--- config.mk ---
export PLATFORM = sky130hd
export DESIGN_NAME = machine_timer
export DESIGN_NICKNAME = d
export VERILOG_FILES = /design/src/rtl/machine_timer_pkg.sv /design/src/rtl/machine_timer_prescaler.sv /design/src/rtl/machine_timer.sv
export SDC_FILE = /design/constraint.sdc
export NUM_CORES = 1
export LEC_CHECK = 0
export ABC_CLOCK_PERIOD_IN_PS = 3400
export CAP_MARGIN = 10
export CORE_ASPECT_RATIO = 0.7
export CORE_MARGIN = 10
export CORE_UTILIZATION = 40
export CTS_CLUSTER_DIAMETER = 80
export DETAILED_ROUTE_END_ITERATION = 10
export GPL_TIMING_DRIVEN = 0
export SLEW_MARGIN = 10
export SYNTH_ARGS = -nofsm -noshare
export SYNTH_HDL_FRONTEND = slang
export SYNTH_SLANG_ARGS = --single-unit
--- constraint.sdc ---
create_clock -name clock -period 3.4 [get_ports clock]
set_clock_uncertainty 0.1 [all_clocks]
set_input_delay 0.34 -clock clock [delete_from_list [all_inputs] [get_ports clock]]
set_output_delay 0.34 -clock clock [all_outputs]
set_load 0.01 [all_outputs]
--- src/rtl/machine_timer_pkg.sv ---
// rtl/machine_timer_pkg.sv - register offsets and reset constants for machine_timer
//
// Purpose: shared constants for the machine timer block.
//   MTIMER_OFFSET_*  : word offsets (byte address bits [4:2]) of the mapped registers
//   MTIMECMP_RESET   : reset value of mtimecmp (all ones keeps the timer interrupt low)
package machine_timer_pkg;

  localparam logic [2:0] MTIMER_OFFSET_MTIME_LO    = 3'd0;
  localparam logic [2:0] MTIMER_OFFSET_MTIME_HI    = 3'd1;
  localparam logic [2:0] MTIMER_OFFSET_MTIMECMP_LO = 3'd2;
  localparam logic [2:0] MTIMER_OFFSET_MTIMECMP_HI = 3'd3;
  localparam logic [2:0] MTIMER_OFFSET_MSIP        = 3'd4;

  localparam logic [63:0] MTIMECMP_RESET = 64'hFFFF_FFFF_FFFF_FFFF;

endpackage

--- src/rtl/machine_timer_prescaler.sv ---
// rtl/machine_timer_prescaler.sv - clock divider producing the mtime increment tick
//
// Purpose: counts 0..TICK_DIVIDE-1 and flags a tick on the last count.
// Ports:
//   clock    : system clock, rising edge
//   reset_n  : asynchronous active-low reset
//   clear_i  : synchronous clear of the count (tick output still reflects the current count)
//   tick_o   : high in the cycle the count equals TICK_DIVIDE-1
module machine_timer_prescaler #(
  parameter int unsigned TICK_DIVIDE = 1
) (
  input  logic clock,
  input  logic reset_n,
  input  logic clear_i,
  output logic tick_o
);

  localparam logic [15:0] LAST_COUNT = 16'(TICK_DIVIDE - 1);

  logic [15:0] count_q;
  logic [15:0] count_d;

  assign tick_o = (count_q == LAST_COUNT);

  always_comb begin
    count_d = count_q + 16'd1;
    if (clear_i || tick_o) begin
      count_d = 16'd0;
    end
  end

  always_ff @(posedge clock or negedge reset_n) begin
    if (!reset_n) begin
      count_q <= 16'd0;
    end else begin
      count_q <= count_d;
    end
  end

endmodule

--- src/rtl/machine_timer.sv ---
// rtl/machine_timer.sv - memory-mapped mtime/mtimecmp/msip with interrupt outputs
//
// Purpose: 64-bit machine timer and software-interrupt register behind a
// valid/ready request/response word bus. Optional macro MACHINE_TIMER_SHADOW_EN
// adds a shadow of mtime[63:32] captured on MTIME_LO loads for tear-free reads.
// Ports:
//   clock, reset_n                    : clock, asynchronous active-low reset
//   req_valid/req_ready               : request handshake
//   req_write, req_offset, req_wdata  : store flag, word offset, store data
//   rsp_valid/rsp_ready               : response handshake
//   rsp_rdata, rsp_error              : load data (0 for stores), unmapped-offset flag
//   timer_interrupt                   : registered mtime >= mtimecmp
//   software_interrupt                : msip bit
module machine_timer
  import machine_timer_pkg::*;
#(
  parameter int unsigned TICK_DIVIDE = 1
) (
  input  logic        clock,
  input  logic        reset_n,
  input  logic        req_valid,
  output logic        req_ready,
  input  logic        req_write,
  input  logic [2:0]  req_offset,
  input  logic [31:0] req_wdata,
  output logic        rsp_valid,
  input  logic        rsp_ready,
  output logic [31:0] rsp_rdata,
  output logic        rsp_error,
  output logic        timer_interrupt,
  output logic        software_interrupt
);

  logic [63:0] mtime_q, mtime_d;
  logic [63:0] mtimecmp_q, mtimecmp_d;
  logic        msip_q, msip_d;
  logic        rsp_valid_q;
  logic [31:0] rsp_rdata_q, rsp_rdata_d;
  logic        rsp_error_q;
  logic        timer_irq_q;
  logic        accept, wr, rd;
  logic        wr_mtime_lo, wr_mtime_hi;
  logic        tick;
  logic [31:0] mtime_hi_rdata;

  assign req_ready   = !rsp_valid_q || rsp_ready;
  assign accept      = req_valid && req_ready;
  assign wr          = accept && req_write;
  assign rd          = accept && !req_write;
  assign wr_mtime_lo = wr && (req_offset == MTIMER_OFFSET_MTIME_LO);
  assign wr_mtime_hi = wr && (req_offset == MTIMER_OFFSET_MTIME_HI);

  // A software write to mtime restarts the prescale period.
  machine_timer_prescaler #(
    .TICK_DIVIDE(TICK_DIVIDE)
  ) u_prescaler (
    .clock   (clock),
    .reset_n (reset_n),
    .clear_i (wr_mtime_lo || wr_mtime_hi),
    .tick_o  (tick)
  );

`ifdef MACHINE_TIMER_SHADOW_EN
  logic [31:0] shadow_q;

  // Capture the high half alongside the low half being returned.
  always_ff @(posedge clock or negedge reset_n) begin
    if (!reset_n) begin
      shadow_q <= 32'd0;
    end else if (rd && (req_offset == MTIMER_OFFSET_MTIME_LO)) begin
      shadow_q <= mtime_q[63:32];
    end
  end

  assign mtime_hi_rdata = shadow_q;
`else
  assign mtime_hi_rdata = mtime_q[63:32];
`endif

  always_comb begin
    // Half writes take priority over the tick so no carry crosses halves.
    mtime_d = mtime_q;
    if (wr_mtime_lo) begin
      mtime_d[31:0] = req_wdata;
    end else if (wr_mtime_hi) begin
      mtime_d[63:32] = req_wdata;
    end else if (tick) begin
      mtime_d = mtime_q + 64'd1;
    end

    mtimecmp_d = mtimecmp_q;
    msip_d     = msip_q;
    if (wr) begin
      case (req_offset)
        MTIMER_OFFSET_MTIMECMP_LO: mtimecmp_d[31:0]  = req_wdata;
        MTIMER_OFFSET_MTIMECMP_HI: mtimecmp_d[63:32] = req_wdata;
        MTIMER_OFFSET_MSIP:        msip_d            = req_wdata[0];
        default: ;
      endcase
    end

    rsp_rdata_d = 32'd0;
    if (!req_write) begin
      case (req_offset)
        MTIMER_OFFSET_MTIME_LO:    rsp_rdata_d = mtime_q[31:0];
        MTIMER_OFFSET_MTIME_HI:    rsp_rdata_d = mtime_hi_rdata;
        MTIMER_OFFSET_MTIMECMP_LO: rsp_rdata_d = mtimecmp_q[31:0];
        MTIMER_OFFSET_MTIMECMP_HI: rsp_rdata_d = mtimecmp_q[63:32];
        MTIMER_OFFSET_MSIP:        rsp_rdata_d = {31'd0, msip_q};
        default:                   rsp_rdata_d = 32'd0;
      endcase
    end
  end

  always_ff @(posedge clock or negedge reset_n) begin
    if (!reset_n) begin
      mtime_q     <= 64'd0;
      mtimecmp_q  <= MTIMECMP_RESET;
      msip_q      <= 1'b0;
      rsp_valid_q <= 1'b0;
      rsp_rdata_q <= 32'd0;
      rsp_error_q <= 1'b0;
      timer_irq_q <= 1'b0;
    end else begin
      mtime_q     <= mtime_d;
      mtimecmp_q  <= mtimecmp_d;
      msip_q      <= msip_d;
      timer_irq_q <= (mtime_q >= mtimecmp_q);
      if (accept) begin
        rsp_valid_q <= 1'b1;
        rsp_rdata_q <= rsp_rdata_d;
        rsp_error_q <= (req_offset > MTIMER_OFFSET_MSIP);
      end else if (rsp_ready) begin
        rsp_valid_q <= 1'b0;
      end
    end
  end

  assign rsp_valid          = rsp_valid_q;
  assign rsp_rdata          = rsp_rdata_q;
  assign rsp_error          = rsp_error_q;
  assign timer_interrupt    = timer_irq_q;
  assign software_interrupt = msip_q;

endmodule

==> flow_summary.ini <==
[sta]
hold_viol = 0
timing.final.ws_setup_ps = 33.0
fin_crit_ps = 3370
rsz0062_at_grt = no
relSlewSlack = 0.175
worst_slew_pin_slew_ps = 1230
period_share = 0.990
finalMaxSlewViolations = 0
max_freq_mhz = 297
setup_viol_count_final = 0
fin_setup_tns_ps = 0

[routing]
postRouteAntennaNets = 0
drt_iter0_drc = 1014
wl_per_cell_um = 23.1
drc_errors = 0
vias = 9929
routed_wl_um = 38300
avgViaCountPerCell = 6.00
drt_pass1_iterations = 5

[layout]
final_layout_size_suffix_gt1_frac = 0.104
nFillCells = 2538
nNetsFinal = 1393
area_growth_pct = 17.9
fin_cells = 1656
final_util = 0.485
post-route-cell-area_um2 = 12600

[floorplan]
core_area_um2 = 26000
die-width_um = 215
start_util = 0.411
num_io_pins = 77
die_y_um = 157
dieArea_um2 = 33800
rows = 49

[pwr]
p_int_mw = 4.90
comb_power_share = 0.270
p_seq_frac = 0.439
p_switching_mw = 2.65
swShare = 0.351
p_leak_nw = 5.06
max-vdd-ir-drop_mv = 0.347
clockPowerShare = 0.292
powerDensity_nw_per_um2 = 599

[worst_setup_path]
cp-end-kind = register
cp_cell_sequence = clkdlybuf4s50_1 -> nor3b_2 -> and4_1 -> clkbuf_1 -> buf_2 -> buf_2 -> buf_1 -> nand2_1 -> o311ai_0
critical_path_arrival_ps = 3600
worst_path_max_delay_cell = buf_1
worstPathRequired_ps = 3630
worstSetupPathType = input port to register
crit_buf_inv = 5
cpMostUsedCell = buf_2
crit_path_max_incr_delay_ps = 570
crit_path_start_kind = input port
crit_family = buffers and inverters
worstPathMaxFanout = 10

[worst_hold_path]
min-delay-path-class = input port to register

[clock_tree]
clk_pin_slew_ps = 70
insertion_delay_ps = 470
cts_buffers = 17
cts-root-buf = clkbuf_16
numClockSinks = 180
cts_tree = built
cts_buffer_depth = 2
htree_levels = 4

[synthesis]
postSynthAreaPerCell_um2 = 8.99
syn_inst = 1190
synth_warnings = 0
synth-seq-cells = 180
syn_area_um2 = 10700
synthArstFlopShare = 1.00
synth_cell_type_count = 65
synthFlopType = dfrtp_1
synth_fp_nets = 1297
synth_edf_count = 0
ys_seq_area_frac = 0.429

[placed_design]
dp_slack_ps = -238
portBuffers = 74
place_inst = 1623
place.gp.congestion = 0.980
postPlaceCellArea_um2 = 11900
dp_hpwl_um = 28400

[status]
status = completed

[grt]
grt_pass1_wl_um = 58600
grt_max_degree = 95
grt_pass1_vias = 9507
grt_overflow = 0
grt_usage = 0.226
antenna_found_initial = 0

[job]
maxCapViolCount = 0
## power by group through the flow
stage,clock network (mW),logic (mW),registers (mW)
global placement,0,1.93,3.30
detailed placement,0,1.99,3.32
floorplan,0,1.29,3.15
global route,2.33,2.27,3.37
finish,2.20,2.03,3.31
CTS,2.23,2.01,3.29
## Yosys cell counts (34+ instances only)
cell      instances  share of area
xor2_1           34          0.028
ha_1             67          0.078
nor2_1           44          0.015
a221oi_1         36          0.029
dfstp_2          64           0.16
nand4_1          34          0.020
nand3_1          60          0.028
o21ai_0         149          0.070
a21oi_1          36          0.017
nand2_1         191          0.067
inv_1            75          0.026
clkbuf_1         48          0.017
dfrtp_1         116           0.27
## tightest hold or removal path: cells and delay by family
| family | cells | cell delay, ps |
|---|---|---|
| muxes | 1 | 200 |
| buffers and inverters | 1 | 150 |
| and+or+nand+nor | 2 | 130 |
## worst paths after layout
| path | startpoint | end | slack [ps] | cells past startpoint |
|---|---|---|---|---|
| min in group asynchronous | reset_n | u_prescaler.count_q[8] | 360 | 2 |
| worst max register to register | mtime_q[27] | mtime_q[42] | 260 | 7 |
| worst min-delay path | req_offset[2] | software_interrupt | 300 | 4 |
| max in group asynchronous | reset_n | mtimecmp_q[51] | 1900 | 3 |
| worst max-delay path | req_offset[0] | mtime_q[53] | 30 | 9 |
| worst min register to register | rsp_rdata[30] | rsp_rdata[30] | 370 | 2 |
## metrics by stage
step | hold WS [ps] | power (mW)
global placement | 361 | 5.24
CTS | 275 | 7.52
detailed placement | 298 | 5.31
floorplan | -55.6 | 4.44
global route | 327 | 7.98
finish | 297 | 7.54
## area by class of cell
type,count,area (µm²),area share
Timing Repair Buffer,77,791,0.0627
Antenna cell,1,2.50,0.000199
Buffer,64,289,0.0229
Clock buffer,23,488,0.0387
Clock inverter,8,146,0.0116
Tap cell,357,447,0.0354
Multi-Input combinational cell,871,5570,0.442
Sequential cell,180,4580,0.364
Inverter,75,282,0.0223
## registers in the layout, summed over array words and instances, names as in the netlist
signal and count:
mtime_q 64, mtimecmp_q 64, rsp_rdata 32, u_prescaler.count_q 16
rsp_error 1, rsp_valid 1, software_interrupt 1, timer_interrupt 1
## kinds of logic (layout without fill, tap and decap cells)
kind of cell             Yosys count  after routing  share of synthesized area
other                              0              1                          0
flip-flops                       180            180                      0.429
AND/OR/NAND/NOR                  428            428                      0.202
XOR/XNOR                          45             45                     0.0369
multiplexers                       6              6                    0.00597
adder cells (fa/ha/maj)           67             67                     0.0784
AO/OA/AOI/OAI                    325            325                      0.195
buffers and inverters            139            247                     0.0534
## layer usage
metal	vias to the layer above	global-route usage	share of wire
met3	40	0.0539	0.092
met1	4936	0.337	0.49
met2	431	0.317	0.41
met5	-	0	0
met4	0	0.0555	0.014
li1	4522	-	-
## cells in the final DEF, fill, tap and decap left out, types with 5 or more instances in the layout
cell type | synthesis | final
nand2_1 | 191 | 191
o21ai_0 | 149 | 149
dfrtp_1 | 116 | 116
inv_1 | 75 | 75
clkdlybuf4s50_1 | 0 | 73
ha_1 | 67 | 67
dfstp_2 | 64 | 64
nand3_1 | 60 | 60
clkbuf_1 | 48 | 50
nor2_1 | 44 | 44
a21oi_1 | 36 | 36
a221oi_1 | 36 | 36
nand4_1 | 34 | 34
xor2_1 | 34 | 34
a22o_1 | 31 | 31
clkbuf_16 | 0 | 17
nor3_1 | 15 | 12
and3_1 | 11 | 11
xnor2_1 | 11 | 11
and4_1 | 10 | 10
o311ai_0 | 10 | 10
or4_1 | 10 | 10
nor4_1 | 11 | 8
a211oi_1 | 8 | 8
a31oi_1 | 8 | 8
a22oi_1 | 8 | 8
o211ai_1 | 7 | 7
o22ai_1 | 7 | 7
buf_1 | 6 | 6
clkbuf_8 | 2 | 6
nor2b_1 | 5 | 5
a21o_1 | 5 | 5
nor4_2 | 2 | 5
## repair_timing
item	in CTS	in global routing
hold buffers	1	0
buffers inserted	0	0
gates resized for setup	0	2
endpoints found under the setup margin	0	5
endpoints found under the hold margin	59	0
Note: power is estimated with default switching activity, not from simulation.
